File: config.mk
export PLATFORM = sky130hd
export DESIGN_NAME = clk_en_sequencer
export DESIGN_NICKNAME = d
export VERILOG_FILES = /design/src/rtl/clk_seq_pkg.sv /design/src/rtl/stagger_timer.sv /design/src/rtl/clk_en_sequencer.sv
export SDC_FILE = /design/constraint.sdc
export NUM_CORES = 1
export LEC_CHECK = 0
export CORE_ASPECT_RATIO = 0.9
export CORE_MARGIN = 2
export CORE_UTILIZATION = 40
export DETAILED_ROUTE_END_ITERATION = 7
export MAX_ROUTING_LAYER = met4
export PLACE_DENSITY = 0.59
export SLEW_MARGIN = 20
export SYNTH_ARGS = -nofsm -noshare
export SYNTH_HDL_FRONTEND = slang
export SYNTH_SLANG_ARGS = --single-unit
File: constraint.sdc
create_clock -name clk -period 3.3 [get_ports clk]
set_input_delay 0.825 -clock clk [delete_from_list [all_inputs] [get_ports clk]]
set_output_delay 0.825 -clock clk [all_outputs]
set_load 0.02 [all_outputs]
File: src/rtl/clk_seq_pkg.sv
// Shared types and helpers for the staggered clock-enable sequencer.
package clk_seq_pkg;

  typedef enum logic [1:0] {
    OFF      = 2'd0,
    STARTING = 2'd1,
    ON       = 2'd2,
    STOPPING = 2'd3
  } seq_state_e;

  localparam int unsigned STAGGER_MIN = 1;

  // Ceiling log2, used to size the n_on count.
  function automatic int unsigned clog2(input int unsigned v);
    int unsigned r;
    r = 0;
    for (int unsigned i = 0; i < 32; i++) begin
      if ((33'(1) << i) < 33'(v)) r = i + 1;
    end
    return r;
  endfunction

endpackage

File: src/rtl/stagger_timer.sv
// Loadable down-counter; tick flags expiry while the sequencer is mid-sequence.
module stagger_timer #(
  parameter int unsigned CNT_W = 8
) (
  input  logic             clk,
  input  logic             rst,
  input  logic             run,
  input  logic             load,
  input  logic [CNT_W-1:0] load_val,
  output logic             tick
);

  logic [CNT_W-1:0] count;

  always_ff @(posedge clk) begin
    if (rst) begin
      count <= '0;
    end else if (load) begin
      count <= load_val;
    end else if (run && (count != '0)) begin
      count <= count - CNT_W'(1);
    end
  end

  assign tick = run && (count == '0);

endmodule

File: src/rtl/clk_en_sequencer.sv
// Staggered power-up / reverse power-down of N_SRC clock-source enables,
// with a thermometer-coded enable vector and registered status outputs.
module clk_en_sequencer
  import clk_seq_pkg::*;
#(
  parameter int unsigned N_SRC       = 4,
  parameter int unsigned CNT_W       = 8,
  parameter int unsigned DEF_STAGGER = 8
) (
  input  logic                          clk,
  input  logic                          rst,
  input  logic                          start,
  input  logic                          stop,
  input  logic [CNT_W-1:0]              stagger_cfg,
  output logic [N_SRC-1:0]              en_out,
  output logic [clog2(N_SRC+1)-1:0]     n_on,
  output logic                          all_on,
  output logic                          all_off,
  output logic                          busy
);

  localparam int unsigned NW = clog2(N_SRC + 1);
  localparam logic [N_SRC-1:0] EN_FULL = '1;

  seq_state_e       state, state_nxt;
  logic [CNT_W-1:0] s_lat, s_nxt, s_sel, load_val;
  logic [N_SRC-1:0] en_nxt, en_up, en_dn;
  logic [NW-1:0]    n_nxt;
  logic             run, tick, load;
  logic             accept, step_up, step_dn;

  assign s_sel = (stagger_cfg < CNT_W'(STAGGER_MIN)) ? CNT_W'(DEF_STAGGER) : stagger_cfg;
  assign en_up = (en_out << 1) | N_SRC'(1);
  assign en_dn = en_out >> 1;
  assign run   = (state == STARTING) || (state == STOPPING);

  stagger_timer #(.CNT_W(CNT_W)) u_timer (
    .clk      (clk),
    .rst      (rst),
    .run      (run),
    .load     (load),
    .load_val (load_val),
    .tick     (tick)
  );

  // State register
  always_ff @(posedge clk) begin
    if (rst) state <= OFF;
    else     state <= state_nxt;
  end

  // Next state; stop has priority over start everywhere
  always_comb begin
    state_nxt = state;
    accept    = 1'b0;
    step_up   = 1'b0;
    step_dn   = 1'b0;
    case (state)
      OFF: begin
        if (start && !stop) begin
          accept  = 1'b1;
          step_up = 1'b1;
        end
      end
      STARTING: begin
        if (stop) begin
          accept  = 1'b1;
          step_dn = 1'b1;
        end else if (tick) begin
          step_up = 1'b1;
        end
      end
      ON: begin
        if (stop) begin
          accept  = 1'b1;
          step_dn = 1'b1;
        end
      end
      STOPPING: begin
        if (start && !stop) begin
          accept  = 1'b1;
          step_up = 1'b1;
        end else if (tick) begin
          step_dn = 1'b1;
        end
      end
      default: state_nxt = OFF;
    endcase
    if (step_up) state_nxt = (en_up == EN_FULL) ? ON : STARTING;
    if (step_dn) state_nxt = (en_dn == '0) ? OFF : STOPPING;
  end

  // Datapath next values: enable shift, stagger latch, timer reload
  always_comb begin
    en_nxt   = en_out;
    s_nxt    = s_lat;
    load     = 1'b0;
    load_val = s_lat - CNT_W'(1);
    if (step_up) en_nxt = en_up;
    if (step_dn) en_nxt = en_dn;
    if (accept) begin
      s_nxt    = s_sel;
      load     = 1'b1;
      load_val = s_sel - CNT_W'(1);
    end else if (step_up || step_dn) begin
      load = 1'b1;
    end
    n_nxt = '0;
    for (int i = 0; i < N_SRC; i++) begin
      n_nxt = n_nxt + NW'(en_nxt[i]);
    end
  end

  // Registered outputs and stagger latch
  always_ff @(posedge clk) begin
    if (rst) begin
      en_out  <= '0;
      s_lat   <= CNT_W'(DEF_STAGGER);
      n_on    <= '0;
      all_on  <= 1'b0;
      all_off <= 1'b1;
      busy    <= 1'b0;
    end else begin
      en_out  <= en_nxt;
      s_lat   <= s_nxt;
      n_on    <= n_nxt;
      all_on  <= (state_nxt == ON) && (en_nxt == EN_FULL);
      all_off <= (state_nxt == OFF) && (en_nxt == '0);
      busy    <= (state_nxt == STARTING) || (state_nxt == STOPPING);
    end
  end

endmodule
==> results of run 1 <==
[path summary, 6_finish.rpt]
check | from | end | slack (ps)
setup reg to reg | u_timer.count[7] | n_on[1] | 350
hold / removal | s_lat[5] | s_lat[5] | 480
setup / recovery | start | u_timer.count[2] | 170
hold reg to reg | s_lat[5] | s_lat[5] | 480
[cell families (layout without fill, tap and decap cells)]
kind of cell / count (synthesis) / after routing / synth area share
AO/OA/AOI/OAI: 40 / 40 / 0.1847
XOR/XNOR: 2 / 2 / 0.01039
adder cells (fa/ha/maj): 10 / 10 / 0.07864
buffers and inverters: 21 / 61 / 0.05119
flip-flops: 27 / 27 / 0.3205
multiplexers: 15 / 15 / 0.09421
AND/OR/NAND/NOR: 78 / 78 / 0.2604
[area by class of cell]
cell class                 instances  area [µm²]
fill                             393        1936
multi-input combinational        145        1060
sequential                        27       540.5
timing repair buffer              44       382.9
tap                               48       60.06
inverter                          13       48.80
clock buffer                       3       41.29
clock inverter                     1       5.005
[cells in the final DEF, fill, tap and decap left out, drive strengths merged, types with 2 or more instances in the layout]
| master | Yosys | routed |
|---|---|---|
| nor2 | 29 | 29 |
| dfxtp | 27 | 27 |
| buf | 4 | 23 |
| clkdlybuf4s50 | 0 | 21 |
| nand2 | 17 | 17 |
| inv | 13 | 13 |
| a21oi | 12 | 12 |
| mux2i | 11 | 11 |
| ha | 9 | 9 |
| nor3 | 8 | 8 |
| o21ai | 7 | 7 |
| nor2b | 4 | 4 |
| mux2 | 4 | 4 |
| a31o | 4 | 4 |
| or3 | 3 | 3 |
| nand4 | 3 | 3 |
| clkbuf | 4 | 3 |
| nor4 | 3 | 3 |
| nand2b | 3 | 3 |
| a31oi | 2 | 2 |
| xnor2 | 2 | 2 |
| and2 | 2 | 2 |
| a221o | 2 | 2 |
| a32oi | 2 | 2 |
| nor4b | 2 | 2 |
[state kept, by name, indices dropped and copies added, names as in the netlist]
register,cells
s_lat,8
u_timer.count,8
en_out,4
n_on,3
state,2
all_off,1
all_on,1
[routing by layer]
layer  global-route usage  up-vias  wire [µm]
li1                     -      760          -
met1               0.2512      723       2091
met2               0.2867       22       1808
met3              0.03528        6        103
met4              0.05093        0         51
met5                    -        -          0
[power by group]
part | internal (µW) | switching, µW | total [µW] | leakage, µW
sequential | 368 | 47.7 | 416 | 0.000221
combinational | 234 | 261 | 494 | 0.000638
clock | 84.7 | 110 | 195 | 0.0000255
[tightest hold or removal path, stage by stage, from the launching register on]
cell and delay [ps]:
dfxtp_1 340, nand2_1 60, a21oi_1 50
[stage by stage]
step / TNS (ps) / hold slack [ps] / power [µW]
after floorplan: 0 / 444.0 / 748.4
after global placement: -56.74 / 467.2 / 895.0
after detailed placement: -285.2 / 471.9 / 910.9
after CTS: 0 / 485.3 / 1109
after global routing: 0 / 510.0 / 1176
final: 0 / 478.1 / 1105
[cells in the mapped netlist (all sizes together) (2+ instances only)]
master  instances  area share
xnor2           2       0.010
nand2          17       0.039
mux2            4       0.029
a21oi          12       0.038
and2            2      0.0074
buf             4       0.013
nor3            8       0.036
nor4            3       0.029
a32oi           2       0.026
nor2           29       0.066
nor4b           2       0.014
mux2i          11       0.065
dfxtp          27        0.32
nor2b           4       0.015
o21ai           7       0.025
nand4           3       0.011
nand2b          3       0.016
a31oi           2      0.0074
a31o            4       0.021
a221o           2       0.012
ha              9       0.067
clkbuf          4      0.0089
or3             3       0.011
inv            13       0.029
==> out/metrics.cfg, run 1 <==
[synthesis]
synthArstFlopShare=0
synthesis.yosys.warnings=0
synth-seq-area-share=0.3205
ys_dominant_reg_cell=dfxtp_1
synth_edf_count=0
syn_area_per_cell_um2=8.739
netlist-cell-type-count=54
post_synth_inst_count=193
synthesized_area_um2=1687
synth.net_count=215
ys_ff_latch=27

[timing]
achievable-frequency_mhz=319.9
worst_clock_skew_ps=3.780
final-setup-viol-count=0
final_hold_viol_count=0
setup_slack_ps=174.0
tightest_slew_ps=687.1
finalMaxSlewViolations=0
max_slew_margin=0.5405
timing.final.crit_share=0.9473
grt_setup_unrepaired=no
post-route-min-period_ps=3126

[setup_path]
setup.worst_path.class=input port to flip-flop
worst_path_most_repeated_cell=nor2_1
crit_path_end_kind=flip-flop
cp.required_ps=3480
cp_top_family=buffers and inverters
timing.critical_path.slowest_cell_delay_ps=530
timing.critical_path.depth=13
critical_path.slowest_cell=clkdlybuf4s50_1
cp-start-kind=input port
path_buf_inv=3
crit_chain=clkdlybuf4s50_1, buf_4, nand2b_1, o21ai_2, mux2i_1, o31ai_2, inv_1, ha_1, nand2_1, xnor2_1, nor2_1, a21oi_1, nor2_1
critical_path_peak_fanout=9
reg2regPathDepth=11
worst-endpoint-arrival_ps=3300

[global_routing]
grt_pass1_wl_mm=6.748
grt.total_usage=0.1862
pin_count_of_the_biggest_net_entering_global_routing=20
grt_pass1_vias=1463
antenna_violations_before_repair=0
grt_overflow_total=0

[min_path]
hold_path_depth=2
worst_hold_path_type=flip-flop to flip-flop

[detailed_routing]
drt_iter0_drc=79
vias=1511
antenna_left=0
routed_wire_length_per_instance_um=14.43
drt-vias-per-instance=5.377
wl_mm=4.055
firstDrtPassIters=4
drc=0

[cts]
clk_latency_ps=270
clkSlewWorstSetupHoldPaths_ps=100
cts_sinks=27
cts.repair_timing.setup_buffer_count=0
cts_tree=yes
cts.repair.resized=0
numCtsBuffers=3
clk_path_buf_depth=2
cts-hold-fix-buffers=0
h_tree_levels=1
cts-root-buf=clkbuf_8

[job]
cap_viol_max_count=0

[layout]
antenna_cells=0
final_nets=256
finish.utilization=0.5249
area_delta_synth_final_pct=26.78
final_cell_area_um2=2138
drive_gt1_frac=0.1974
final-instance-count-excl-fill=281

[die]
floorplan.rows=22
floorplan.die.height_um=65.60
die_area_um2=4752
fp.coreArea_um2=4074
die_w_um=72.45
initial_utilization=0.4140
boundaryPins=22

[place]
dpl.cell_count=277
dpl-instance-area_um2=2092
buffer_ports.inserted=21
post-place-ws_ps=-82.07
routability_congestion=0.9115
detailedPlacementHpwl_mm=3.214

[power_and_ir_drop]
power.density_nw_per_um2=516.7
power.ir.vdd_worst_mv=0.2523
total_leakage_power_uw=0.0008850

[outcome]
status=complete, no violations

Note: power is estimated with default switching activity, not from simulation.
==> inputs of run 2 (changes only) <==
--- a/config.mk
+++ b/config.mk
@@ -7,10 +7,11 @@
 export LEC_CHECK = 0
 export CORE_ASPECT_RATIO = 0.9
 export CORE_MARGIN = 2
-export CORE_UTILIZATION = 40
+export CORE_UTILIZATION = 53
 export DETAILED_ROUTE_END_ITERATION = 7
 export MAX_ROUTING_LAYER = met4
-export PLACE_DENSITY = 0.59
+export PLACE_DENSITY = 0.75
+export SETUP_SLACK_MARGIN = 0.3
 export SLEW_MARGIN = 20
 export SYNTH_ARGS = -nofsm -noshare
 export SYNTH_HDL_FRONTEND = slang
==> out/metrics.cfg, run 2 (synthesized netlist as in run 1, its figures left out) <==
[outcome]
status=complete, no violations

[timing]
max_slew_margin=0.6527
timing.final.crit_share=0.8771
grt_setup_unrepaired=no
achievable-frequency_mhz=345.5
worst_clock_skew_ps=1.963
setup_slack_ps=405.5
post-route-min-period_ps=2894
finalMaxSlewViolations=0
final_hold_viol_count=0
final-setup-viol-count=0
tightest_slew_ps=515.5
fin_worst_hold_slack_ps=486.6

[layout]
drive_gt1_frac=0.2405
area_delta_synth_final_pct=29.23
antenna_cells=0
final_nets=260
multi_input_comb_area_um2=1095
finish.utilization=0.7163
seqCellArea_um2=545.5
filler_cell_count=264
largest_registers=s_lat (8), u_timer.count (8), en_out (4)
mostFrequentLayoutCells=27 x nor2_1, 27 x buf_4, 25 x dfxtp_1, 19 x clkdlybuf4s50_1, 16 x nand2_1

[setup_path]
critical_path.slowest_cell=fa_1
cp-start-kind=flip-flop
crit_path_end_kind=flip-flop
timing.critical_path.slowest_cell_delay_ps=480
cp.required_ps=3550
worst-endpoint-arrival_ps=3140
cp_top_family=adder cells
setup.worst_path.class=flip-flop to flip-flop
path_buf_inv=3
reg2reg_from=u_timer.count[4]
crit_chain=nor4_4, buf_4, a41oi_1, nor3_1, buf_4, nor2_1, a21oi_2, inv_1, fa_1, ha_1, ha_1, nor2b_1
critical_path_peak_fanout=7
crit_start=u_timer.count[4]

[cts]
h_tree_levels=1
clkSlewWorstSetupHoldPaths_ps=150
cts_tree=yes
numCtsBuffers=3
clk_path_buf_depth=2
cts-root-buf=clkbuf_4
clk_latency_ps=340
cts_sinks=27
cts-hold-fix-buffers=0

[power_and_ir_drop]
power.ir.vdd_worst_mv=0.3053
total_leakage_power_uw=0.0009032
power.density_nw_per_um2=506.3

[global_routing]
grt_overflow_total=0
antenna_violations_before_repair=0
grt_pass1_wl_mm=6.982
grt_pass1_vias=1588
pin_count_of_the_biggest_net_entering_global_routing=16
grt.total_usage=0.2498

[min_path]
worstHoldStart=s_lat[5]
worst_hold_path_type=flip-flop to flip-flop

[detailed_routing]
firstDrtPassIters=4
drc=0
vias=1604
routed_wire_length_per_instance_um=14.62
drt_iter0_drc=57
drt-vias-per-instance=5.749
antenna_left=0
wl_mm=4.080

[place]
routability_congestion=0.8532
post-place-ws_ps=-200.1
detailedPlacementHpwl_mm=3.115
buffer_ports.inserted=21

[die]
floorplan.die.height_um=57.52
boundaryPins=22
die_w_um=63.47
floorplan.rows=19
initial_utilization=0.5543
fp.coreArea_um2=3043
die_area_um2=3650

[job]
cap_viol_max_count=0

-- run 2: report_power, final --
| group | switching [µW] | total (µW) | internal, µW |
|---|---|---|---|
| Combinational | 273 | 538 | 265 |
| Sequential | 47.8 | 416 | 368 |
| Clock | 104 | 150 | 45.7 |
-- run 2: path summary, 6_finish.rpt --
kind | end | slack (ps) | depth (start not counted)
setup / recovery | n_on[1] | 410 | 12
hold / removal | s_lat[5] | 490 | 2
hold reg to reg | s_lat[5] | 490 | 2
setup reg to reg | n_on[1] | 410 | 12
-- run 2: what timing repair did --
action | 4_1_cts | 5_1_grt
setup buffers | 4 | 0
pin swaps | 3 | 2
resized for setup | 3 | 8
hold endpoints to repair | 0 | 0
setup endpoints to repair | 2 | 3
-- run 2: layout make-up --
cell class,count,share of cell area
sequential,27,0.2503
tap,42,0.02411
clock buffer,3,0.01033
clock inverter,1,0.002296
inverter,13,0.02239
multi-input combinational,145,0.5023
timing repair buffer,48,0.1883
-- run 2: per-layer routing --
metal,track usage,wire (µm),share of wire,vias to the layer above
met2,0.4090,1966,0.48,50
met4,0.07143,60,0.015,0
li1,-,-,-,779
met1,0.3296,1877,0.46,766
met3,0.02761,176,0.043,9
met5,-,0,0,-
-- run 2: worst register-to-register path: stages (launching register included) --
cell and delay, ps:
dfxtp_1 380, nor4_4 370, buf_4 200, a41oi_1 110
nor3_1 180, buf_4 200, nor2_1 70, a21oi_2 130
inv_1 90, fa_1 480, ha_1 210, ha_1 260
nor2b_1 130
-- run 2: stage by stage --
stage / cells / total power (µW) / TNS, ps / cell area, µm²
4_1_cts: 279 / 1098 / 0 / 2141
3_5_place_dp: 271 / 907.0 / -347.7 / 2085
6_report: 279 / 1104 / 0 / 2180
2_1_floorplan: 193 / 748.4 / 0 / 1687
3_3_place_gp: 271 / 889.7 / -107.7 / 2085
5_1_grt: 279 / 1174 / 0 / 2180
==> inputs of run 3 (changes only) <==
--- a/config.mk
+++ b/config.mk
@@ -7,10 +7,9 @@
 export LEC_CHECK = 0
 export CORE_ASPECT_RATIO = 0.9
 export CORE_MARGIN = 2
-export CORE_UTILIZATION = 53
+export CORE_UTILIZATION = 40
 export DETAILED_ROUTE_END_ITERATION = 7
-export MAX_ROUTING_LAYER = met4
-export PLACE_DENSITY = 0.75
+export PLACE_DENSITY = 0.59
 export SETUP_SLACK_MARGIN = 0.3
 export SLEW_MARGIN = 20
 export SYNTH_ARGS = -nofsm -noshare
==> out/metrics.cfg, run 3 (synthesized netlist as in run 1, its figures left out) <==
[die]
die_w_um=72.45
floorplan.die.height_um=65.60
initial_utilization=0.4140
die_area_um2=4752
floorplan.rows=22
fp.coreArea_um2=4074
boundaryPins=22

[layout]
final_nets=262
antenna_cells=0
mostFrequentLayoutCells=29 x buf_4, 27 x nor2_1, 24 x dfxtp_1, 19 x clkdlybuf4s50_1, 16 x nand2_1
largest_registers=s_lat (8), u_timer.count (8), en_out (4)
mostFrequentLayoutCell=buf_4
seqCellArea_um2=546.8
area_delta_synth_final_pct=32.05
final-instance-count-excl-fill=287
final_cell_area_um2=2227
multi_input_comb_area_um2=1100
filler_cell_count=387
drive_gt1_frac=0.2552

[place]
routability_congestion=0.8962
dpl-instance-area_um2=2092
detailedPlacementHpwl_mm=3.214
dpl.cell_count=277
buffer_ports.inserted=21

[job]
cap_viol_max_count=0

[detailed_routing]
drt_iter0_drc=74
drt-vias-per-instance=5.432
routed_wire_length_per_instance_um=14.78
vias=1559
antenna_left=0
wl_mm=4.241
drc=0
firstDrtPassIters=4

[setup_path]
critical_path_peak_fanout=5
crit_path_end_kind=flip-flop
setup.worst_path.class=flip-flop to flip-flop
worst-endpoint-arrival_ps=3010
cp-start-kind=flip-flop
cp.required_ps=3450
reg2regPathDepth=11

[cts]
numCtsBuffers=3
h_tree_levels=1
clkSlewWorstSetupHoldPaths_ps=100
clk_path_buf_depth=2
cts_tree=yes
cts_sinks=27
cts-root-buf=clkbuf_8
clk_latency_ps=280

[timing]
worst_clock_skew_ps=3.393
post-route-min-period_ps=2865
achievable-frequency_mhz=349.0
final-setup-viol-count=0
finalMaxSlewViolations=0
final_hold_viol_count=0
tightest_slew_ps=699.9
timing.final.crit_share=0.8682
max_slew_margin=0.5320
grt_setup_unrepaired=no

[power_and_ir_drop]
power.ir.vdd_worst_mv=0.2594
power.density_nw_per_um2=532.4
total_leakage_power_uw=0.0009162

[global_routing]
grt_overflow_total=0
pin_count_of_the_biggest_net_entering_global_routing=20
antenna_violations_before_repair=0
grt.total_usage=0.1833
grt_pass1_wl_mm=6.824
grt_pass1_vias=1469

[min_path]
hold_path_depth=2
worst_hold_path_type=flip-flop to flip-flop

[outcome]
status=complete, no violations

[run 3: cell count changes in the layout (fill, tap and decap cells not counted), sizes merged]
cell and delta:
buf +2
[run 3: worst paths after layout]
path | from | endpoint | slack [ps]
hold reg to reg | s_lat[5] | s_lat[5] | 480
hold / removal | s_lat[5] | s_lat[5] | 480
setup / recovery | u_timer.count[3] | n_on[1] | 430
setup reg to reg | u_timer.count[3] | n_on[1] | 430
[run 3: report_power, final]
group          total (µW)  leakage, µW  switching, µW  internal, µW
sequential            418     0.000222           46.6           371
clock                 197    0.0000255            112          84.8
combinational         571     0.000668            284           287
total                1190     0.000916            443           743
[run 3: cell type report]
cell class / instances / share of cell area
multi-input combinational: 145 / 0.4938
sequential: 27 / 0.2455
timing repair buffer: 50 / 0.1910
tap: 48 / 0.02697
inverter: 13 / 0.02191
clock buffer: 3 / 0.01854
clock inverter: 1 / 0.002247
[run 3: worst max-delay path, stage by stage (launching register included)]
cell     delay [ps]
dfxtp_4         370
nor4_4          430
a32oi_2         210
nor3_4          220
mux2i_1         220
nor2_1           70
a21oi_2         150
inv_2            60
fa_1            440
ha_2            190
ha_1            250
nor2b_1         120
[run 3: what timing repair did]
action / CTS / global route
hold buffers: 0 / 0
buffers inserted: 0 / 6
resized for setup: 5 / 10
endpoints found under the setup margin: 6 / 2
pin swaps: 1 / 4
[run 3: layer usage]
layer / GRT usage / wire [µm] / up-vias
li1: - / - / 770
met1: 0.2530 / 2107 / 756
met2: 0.2913 / 1934 / 27
met3: 0.03528 / 148 / 6
met4: 0.05093 / 52 / 0
met5: 0 / 0 / -
[run 3: stage by stage]
step | util | setup TNS, ps | setup WS (ps) | hold WS, ps | total power (µW)
after global routing | 0.5467 | 0 | 291.6 | 510.0 | 1260
after detailed placement | 0.5135 | -285.2 | -82.07 | 471.9 | 910.9
after floorplan | - | 0 | 349.7 | 444.0 | 748.4
after CTS | 0.5289 | 0 | 336.0 | 485.3 | 1115
after global placement | 0.5135 | -56.74 | -42.21 | 467.2 | 895.0
final | 0.5467 | 0 | 434.9 | 479.6 | 1186
